File: src/rtl/requant_pkg.sv
// Shared widths, activation limits and the pipeline stage record for requant_unit.
package requant_pkg;

  localparam int ACC_W   = 16;
  localparam int MULT_W  = 16;
  localparam int SHIFT_W = 5;
  localparam int OUT_W   = 8;

  // Full-precision product width: (ACC_W+1)-bit sum times (MULT_W+1)-bit signed scale.
  localparam int PROD_W = ACC_W + MULT_W + 2;

  localparam int OUT_MAX = 127;
  localparam int OUT_MIN = -128;

  // One pipeline slot. Beat control travels with the data so config changes
  // between beats never affect beats that are already in flight.
  typedef struct packed {
    logic                      valid;
    logic                      last;
    logic                      relu;
    logic [SHIFT_W-1:0]        shift;
    logic signed [PROD_W-1:0]  data;
  } stage_t;

endpackage

File: src/rtl/requant_if.sv
// Streaming accumulator-in / activation-out handshake bundle.
interface requant_if #(
  parameter int ACC_W = requant_pkg::ACC_W,
  parameter int OUT_W = requant_pkg::OUT_W
);

  logic                     in_valid;
  logic                     in_ready;
  logic signed [ACC_W-1:0]  in_acc;
  logic                     in_last;

  logic                     out_valid;
  logic                     out_ready;
  logic signed [OUT_W-1:0]  out_data;
  logic                     out_last;

  // Requantiser side: consumes accumulators, produces activations.
  modport slave (
    input  in_valid, in_acc, in_last, out_ready,
    output in_ready, out_valid, out_data, out_last
  );

  // Producer/consumer side around the requantiser.
  modport master (
    output in_valid, in_acc, in_last, out_ready,
    input  in_ready, out_valid, out_data, out_last
  );

endinterface

File: src/rtl/requant_round_sat.sv
// Round-half-up arithmetic right shift, optional ReLU and int8 saturation.
// Purely combinational; sat flags results clipped at the activation bounds.
module requant_round_sat #(
  parameter int PROD_W  = requant_pkg::PROD_W,
  parameter int SHIFT_W = requant_pkg::SHIFT_W,
  parameter int OUT_W   = requant_pkg::OUT_W
) (
  input  logic signed [PROD_W-1:0] prod,
  input  logic [SHIFT_W-1:0]       shift,
  input  logic                     relu,
  output logic signed [OUT_W-1:0]  result,
  output logic                     sat
);

  import requant_pkg::*;

  localparam logic signed [PROD_W:0] HI = (PROD_W+1)'(OUT_MAX);
  localparam logic signed [PROD_W:0] LO = (PROD_W+1)'(OUT_MIN);

  logic signed [PROD_W:0] wide;
  logic signed [PROD_W:0] rnd;
  logic signed [PROD_W:0] rsum;
  logic signed [PROD_W:0] r;

  // One extra bit keeps the rounding add from overflowing before the shift.
  always_comb begin
    // NOTE: every always_comb output gets a default first so no path can infer a latch.
    result = '0;
    sat    = 1'b0;
    wide   = {prod[PROD_W-1], prod};
    rnd    = '0;
    if (shift != '0) begin
      rnd = {{PROD_W{1'b0}}, 1'b1} << (shift - 1'b1);
    end
    rsum = wide + rnd;
    r    = rsum >>> shift;

    if (relu && r[PROD_W]) begin
      result = '0;
    end else if (r > HI) begin
      result = HI[OUT_W-1:0];
      sat    = 1'b1;
    end else if (r < LO) begin
      result = LO[OUT_W-1:0];
      sat    = 1'b1;
    end else begin
      result = r[OUT_W-1:0];
    end
  end

endmodule

File: src/rtl/requant_unit.sv
// Three-stage requantiser: S1 bias add, S2 scale multiply, S3 round/ReLU/saturate.
// Each stage loads when empty or when its contents move on, so bubbles collapse.
module requant_unit #(
  parameter int ACC_W   = requant_pkg::ACC_W,
  parameter int MULT_W  = requant_pkg::MULT_W,
  parameter int SHIFT_W = requant_pkg::SHIFT_W,
  parameter int OUT_W   = requant_pkg::OUT_W
) (
  input  logic                     clk,
  input  logic                     rst,
  input  logic signed [ACC_W-1:0]  cfg_bias,
  input  logic [MULT_W-1:0]        cfg_mult,
  input  logic [SHIFT_W-1:0]       cfg_shift,
  input  logic                     cfg_relu,
  input  logic                     clr_stats,
  requant_if.slave                 strm,
  output logic [15:0]              sat_count
);

  import requant_pkg::*;

  localparam int PROD_W = ACC_W + MULT_W + 2;

  stage_t                     s1_q;
  stage_t                     s2_q;
  logic [MULT_W-1:0]          s1_mult_q;
  logic                       s3_valid_q;
  logic signed [OUT_W-1:0]    s3_data_q;
  logic                       s3_last_q;
  logic [15:0]                sat_count_q;

  logic                       s1_en;
  logic                       s2_en;
  logic                       s3_en;
  logic                       accept;
  logic signed [ACC_W:0]      sum;
  logic signed [PROD_W-1:0]   mult_ext;
  logic signed [PROD_W-1:0]   prod;
  logic signed [OUT_W-1:0]    rs_result;
  logic                       rs_sat;

  // Load enables ripple back from the output: a full stage may still load
  // when the stage ahead of it is emptying in the same cycle.
  assign s3_en  = !s3_valid_q || strm.out_ready;
  assign s2_en  = !s2_q.valid || s3_en;
  assign s1_en  = !s1_q.valid || s2_en;
  assign strm.in_ready = s1_en && !rst;
  assign accept = strm.in_valid && strm.in_ready;

  assign sum      = {strm.in_acc[ACC_W-1], strm.in_acc} + {cfg_bias[ACC_W-1], cfg_bias};
  // The stored sum is sign-extended and the scale is non-negative, so the
  // truncated PROD_W-bit product is exact.
  assign mult_ext = PROD_W'({1'b0, s1_mult_q});
  assign prod     = s1_q.data * mult_ext;

  requant_round_sat #(
    .PROD_W  (PROD_W),
    .SHIFT_W (SHIFT_W),
    .OUT_W   (OUT_W)
  ) u_round_sat (
    .prod   (s2_q.data),
    .shift  (s2_q.shift),
    .relu   (s2_q.relu),
    .result (rs_result),
    .sat    (rs_sat)
  );

  // S1: capture the accepted beat with its bias-added sum and its config.
  always_ff @(posedge clk) begin
    // NOTE: sequential state uses non-blocking assignments so every flop samples pre-edge values.
    if (rst) begin
      s1_q      <= '0;
      s1_mult_q <= '0;
    end else if (s1_en) begin
      s1_q.valid <= accept;
      if (accept) begin
        s1_q.last  <= strm.in_last;
        s1_q.relu  <= cfg_relu;
        s1_q.shift <= cfg_shift;
        s1_q.data  <= PROD_W'(sum);
        s1_mult_q  <= cfg_mult;
      end
    end
  end

  // S2: apply the unsigned scale at full precision.
  always_ff @(posedge clk) begin
    if (rst) begin
      s2_q <= '0;
    end else if (s2_en) begin
      s2_q.valid <= s1_q.valid;
      if (s1_q.valid) begin
        s2_q.last  <= s1_q.last;
        s2_q.relu  <= s1_q.relu;
        s2_q.shift <= s1_q.shift;
        s2_q.data  <= prod;
      end
    end
  end

  // S3: output register; data holds while the consumer stalls.
  always_ff @(posedge clk) begin
    if (rst) begin
      s3_valid_q <= 1'b0;
      s3_data_q  <= '0;
      s3_last_q  <= 1'b0;
    end else if (s3_en) begin
      s3_valid_q <= s2_q.valid;
      if (s2_q.valid) begin
        s3_data_q <= rs_result;
        s3_last_q <= s2_q.last;
      end
    end
  end

  // Saturation statistics: count clipped beats as they enter S3, stick at
  // full scale, and let a clear override a simultaneous increment.
  always_ff @(posedge clk) begin
    if (rst || clr_stats) begin
      sat_count_q <= '0;
    end else if (s3_en && s2_q.valid && rs_sat && (sat_count_q != 16'hFFFF)) begin
      sat_count_q <= sat_count_q + 16'd1;
    end
  end

  assign strm.out_valid = s3_valid_q;
  assign strm.out_data  = s3_data_q;
  assign strm.out_last  = s3_last_q;
  assign sat_count      = sat_count_q;

endmodule

File: src/flat_wrapper.sv
// flat-port wrapper written by rule: the top's interface ports become plain ports
module requant_unit_flat import requant_pkg::*;
#(
  parameter int ACC_W   = requant_pkg::ACC_W,
  parameter int MULT_W  = requant_pkg::MULT_W,
  parameter int SHIFT_W = requant_pkg::SHIFT_W,
  parameter int OUT_W   = requant_pkg::OUT_W
)
  (clk, rst, cfg_bias, cfg_mult, cfg_shift, cfg_relu, clr_stats, sat_count, strm_in_valid, strm_in_acc, strm_in_last, strm_out_ready, strm_in_ready, strm_out_valid, strm_out_data, strm_out_last);
  requant_if #(.ACC_W(ACC_W), .OUT_W(OUT_W)) strm_i ();
  input  logic clk;
  input  logic rst;
  input  logic signed [ACC_W-1:0] cfg_bias;
  input  logic [MULT_W-1:0] cfg_mult;
  input  logic [SHIFT_W-1:0] cfg_shift;
  input  logic cfg_relu;
  input  logic clr_stats;
  output logic [15:0] sat_count;
  input wire logic [$bits(strm_i.in_valid)-1:0] strm_in_valid;
  input wire logic [$bits(strm_i.in_acc)-1:0] strm_in_acc;
  input wire logic [$bits(strm_i.in_last)-1:0] strm_in_last;
  input wire logic [$bits(strm_i.out_ready)-1:0] strm_out_ready;
  output wire logic [$bits(strm_i.in_ready)-1:0] strm_in_ready;
  output wire logic [$bits(strm_i.out_valid)-1:0] strm_out_valid;
  output wire logic [$bits(strm_i.out_data)-1:0] strm_out_data;
  output wire logic [$bits(strm_i.out_last)-1:0] strm_out_last;
  assign strm_i.in_valid = strm_in_valid;
  assign strm_i.in_acc = strm_in_acc;
  assign strm_i.in_last = strm_in_last;
  assign strm_i.out_ready = strm_out_ready;
  assign strm_in_ready = strm_i.in_ready;
  assign strm_out_valid = strm_i.out_valid;
  assign strm_out_data = strm_i.out_data;
  assign strm_out_last = strm_i.out_last;
  requant_unit #(.ACC_W(ACC_W), .MULT_W(MULT_W), .SHIFT_W(SHIFT_W), .OUT_W(OUT_W)) u_core (.clk(clk), .rst(rst), .cfg_bias(cfg_bias), .cfg_mult(cfg_mult), .cfg_shift(cfg_shift), .cfg_relu(cfg_relu), .clr_stats(clr_stats), .strm(strm_i), .sat_count(sat_count));
endmodule
File: config.mk
export PLATFORM = sky130hd
export DESIGN_NAME = requant_unit_flat
export DESIGN_NICKNAME = d
export VERILOG_FILES = /design/src/rtl/requant_pkg.sv /design/src/rtl/requant_if.sv /design/src/rtl/requant_round_sat.sv /design/src/rtl/requant_unit.sv /design/src/flat_wrapper.sv
export SDC_FILE = /design/constraint.sdc
export NUM_CORES = 1
export LEC_CHECK = 0
export BUFFER_PORTS_ARGS = -buffer_cell sky130_fd_sc_hd__buf_4
export CAP_MARGIN = 20
export CORE_MARGIN = 2
export CORE_UTILIZATION = 40
export DETAILED_ROUTE_END_ITERATION = 8
export PLACE_DENSITY_LB_ADDON = 0.08
export SETUP_SLACK_MARGIN = 0.05
export SYNTH_ARGS = -nofsm -noshare
export SYNTH_HDL_FRONTEND = slang
export SYNTH_SLANG_ARGS = --single-unit
File: constraint.sdc
create_clock -name clk -period 9.47 [get_ports clk]
set_input_delay 0.4735 -clock clk [delete_from_list [all_inputs] [get_ports clk]]
set_output_delay 0.4735 -clock clk [all_outputs]
set_load 0.01 [all_outputs]
==> impl_metrics.yaml <==
logic_synthesis:
  synth-compound-area-share_pct: 14.59
  synth-simple-area-share_pct: 21.53
  synth_top_family_by_area: "adder cells"
  synth_edf_count: 0
  syn-mean-instance-area_sq_um: 8.056
  synth_mux_area_share_pct: 4.054
  netlist_area_sq_mm: 0.01987
  synth_seq_cells: 109
  synth_area_leaders: "fa_1 (28%), dfxtp_1 (11%), ha_1 (8.6%), nand2_1 (7.3%), inv_1 (6.4%)"
  ys.flop_type: "dfxtp_1"
  syn-num-nets: 2944
  synth.top_cell.area_share_pct: 28.31
  synthCells: 2467
  yosys.area.top_type: "fa_1"
  ys_seq_area_share_pct: 10.98
  async_flop_share_pct: 0
  synth_cell_type_count: 86
  yosys.area_share.adder_pct: 36.87
  synth_xor_area_share_pct: 2.865
  synth_warnings: 0
final_layout:
  fill_cells: 5019
  ff_latch_area_sq_mm: 0.002182
  area_growth_pct: 7.334
  multi_input_area_sq_mm: 0.01590
  final_nets: 2931
  finish.instance_area_sq_mm: 0.02133
  diodes: 0
  instances_no_fill: 3123
  drive_above_1_share_pct: 7.442
  final_core_util_pct: 43.58
grt:
  grt_usage_pct: 24.76
  met3_usage_pct: 2.656
  antenna_found_initial: 0
  gr-usage-met2_pct: 40.50
  grtUsageMet1_pct: 35.01
  gr-max-usage-layer: "met2"
  grt_pass1_wl_microns: 98940
  grt_remaining_overflow: 0
  grt_max_degree: 53
  grt_pass1_vias: 17352
die:
  initial_utilization_pct: 40.60
  die_w_microns: 226.9
  die_h_microns: 226.9
  dieArea_sq_mm: 0.05148
  core_sq_mm: 0.04895
  num_rows: 81
  ios: 87
setup_path:
  critPathBufInv: 3
  crit_path_top_delay_cell: "dfxtp_1"
  path_common_cell: "fa_1"
  path_cells: "nand2_1 > fa_1 > inv_1 > fa_1 > ha_1 > fa_1 > inv_1 > fa_1 > fa_1 > inv_1 > ha_1 > a2111oi_0 > o21ai_0 > a2111o_1 > a31oi_1 > a211oi_1 > o21ai_0 > a21oi_1 > a41o_1 > nor4_1 > nor3_1 > xnor2_1 > nand2_1 > a21oi_1"
  cp_max_fo: 18
  cp_top_family: "adder cells"
  slowest_delay_ns: 0.90
  arrival_ns: 7.97
  worstPathRequired_ns: 9.80
  endpoint_kind: "flip-flop"
  critPathKind: "flip-flop to flip-flop"
  critPathLaunchType: "flip-flop"
sta:
  max_freq_ghz: 0.1309
  tightest_slew_ns: 1.074
  setup_viol: 0
  fin_crit_sh_pct: 80.69
  rsz0062_at_grt: "no"
  hold_violations: 0
  layout_min_cycle_time_ns: 7.641
  whs_ns: 0.2516
  relSlewSlack_pct: 27.98
  finalClockSkew_ns: 0.02893
  slew_viol_final: 0
  fin_setup_tns_ns: 0
placed_design:
  place_congestion: 0.9516
  placed_cell_area_sq_mm: 0.02101
  hpwl_microns: 48110
  io_buffers: 86
  post-place-cells: 3106
drt:
  ant_nets: 0
  vias: 17068
  routed_wl_microns: 61490
  drt-wirelength-per-cell_microns: 19.69
  drc_errors: 0
  viasPerCell: 5.465
  drt_pre_antenna_iters: 5
  drt_iter0_drc: 1098
power_and_ir_drop:
  pwr-share-seq_pct: 22.1
  p_sw_uw: 1375
  p_sw_share_pct: 49.02
  peakVddDrop_v: 0.00008085
  p_leak_uw: 0.009733
  p_comb_share_pct: 62.8
  power.density_mw_per_mm2: 131.5
  pwr-share-clk_pct: 15.1
  p_int_uw: 1430
cts:
  ctsHtreeMaxLevel: 3
  ctsHoldBuffers: 0
  clkTransAtPathRegs_ns: 0.09
  clk_latency_ns: 0.41
  root_buffer: "clkbuf_16"
  cts_buffer_depth: 2
  cts_buffers: 9
  cts_tree: "done"
  cts.sinks: 109
  cts-resized-gates: 0
  cts_setup_buffers: 0
worst_hold_path:
  hold_path_class: "input port to flip-flop"
outcome:
  run_status: "completed"
run:
  maxCapViolations: 0
-- cell usage after synthesis, drive strengths merged, types with 5 or more instances --
cell type and n:
nor2b 13, nand4 15, fa 281, a2111oi 6
a21boi 14, a211o 7, nand3 81, nand2 387
mux2i 43, o21ai 84, nand2b 16, o211ai 14
nor2 121, ha 136, o31ai 13, nor4 9
a31oi 9, a21oi 149, and3 27, and4 7
a22oi 11, nor3 44, a21o 21, or3 24
o22ai 6, or2 7, buf 24, xor2 19
clkbuf 109, inv 338, a221oi 8, mux2 11
xnor2 46, dfxtp 109, a31o 5, o21a 12
a211oi 26, and2 133, mux4 11
-- layer usage --
| layer | wire (microns) | vias up |
|---|---|---|
| met5 | 0 | - |
| li1 | - | 8096 |
| met1 | 29480 | 8500 |
| met4 | 1173 | 0 |
| met3 | 2348 | 58 |
| met2 | 28490 | 414 |
-- layout make-up --
type	count	area share [%]
clock buffers	9	1.056
multi-input cells	1884	74.54
clock inverters	7	0.4106
inverters	341	6.000
repair buffers	109	3.871
well taps	664	3.895
flip-flops and latches	109	10.23
-- worst reg2reg max path, stage by stage, from the launching register on --
cell and delay [ns]:
dfxtp_1 0.90, nand2_1 0.19, fa_1 0.59, inv_1 0.06
fa_1 0.47, ha_1 0.23, fa_1 0.53, inv_1 0.05
fa_1 0.46, fa_1 0.54, inv_1 0.04, ha_1 0.20
a2111oi_0 0.51, o21ai_0 0.27, a2111o_1 0.46, a31oi_1 0.33
a211oi_1 0.19, o21ai_0 0.37, a21oi_1 0.15, a41o_1 0.28
nor4_1 0.20, nor3_1 0.11, xnor2_1 0.21, nand2_1 0.09
a21oi_1 0.15
-- flip-flops by register name, summed over array words and instances, names as in the netlist --
name,cells
u_core.s2_q,42
u_core.s1_q,25
u_core.s1_mult_q,16
u_core.sat_count,16
u_core.strm.out_data,8
u_core.strm.out_last,1
u_core.strm.out_valid,1
-- final timing paths --
kind                                          start                   end  cells after the start  slack [ns]
worst min-delay path                   cfg_mult[10]  u_core.s1_mult_q[10]                      3        0.25
worst max register to register  u_core.s1_mult_q[7]       u_core.s2_q[33]                     24        1.83
worst min register to register      u_core.s1_q[39]       u_core.s2_q[39]                      2        0.44
worst max-delay path            u_core.s1_mult_q[7]       u_core.s2_q[33]                     24        1.83
-- power groups by stage --
| stage | logic (uW) | clock network (uW) | registers (uW) |
|---|---|---|---|
| 4_1_cts | 1770 | 443 | 621 |
| 3_5_place_dp | 1750 | 0 | 631 |
| 6_report | 1760 | 423 | 621 |
| 3_3_place_gp | 1740 | 0 | 630 |
| 2_1_floorplan | 1360 | 0 | 548 |
| 5_1_grt | 1990 | 458 | 631 |
-- kinds of logic after synthesis --
| family | count (synthesis) |
|---|---|
| XOR/XNOR | 65 |
| AO/OA/AOI/OAI | 435 |
| multiplexers | 65 |
| flip-flops | 109 |
| adder cells (fa/ha/maj) | 417 |
| AND/OR/NAND/NOR | 901 |
| buffers and inverters | 474 |
| other | 1 |
-- metrics by stage --
step	worst slack (ns)	total power [uW]
2_1_floorplan	2.915	1910
5_1_grt	1.355	3079
4_1_cts	1.799	2831
6_report	1.829	2805
3_5_place_dp	1.851	2385
3_3_place_gp	1.683	2369
-- cell usage in the layout, fill, tap and decap left out, types with 9 or more instances in the layout --
cell type	count
nand2_1	384
inv_1	338
or3_1	24
xnor2_1	46
a22oi_1	11
ha_1	136
fa_1	281
o21ai_0	79
nor2b_1	13
clkbuf_16	9
nor3_1	44
a31oi_1	9
and3_1	27
and2_1	131
a211oi_1	26
nand3_1	81
a21oi_1	147
nand4_1	15
xor2_1	19
dfxtp_1	109
mux2i_1	43
a21boi_0	14
o31ai_1	11
nand2b_1	16
mux4_2	11
o211ai_1	14
nor2_1	121
buf_4	108
o21a_1	12
a21o_1	21
mux2_2	10
Power figures use the tool's default switching activity.
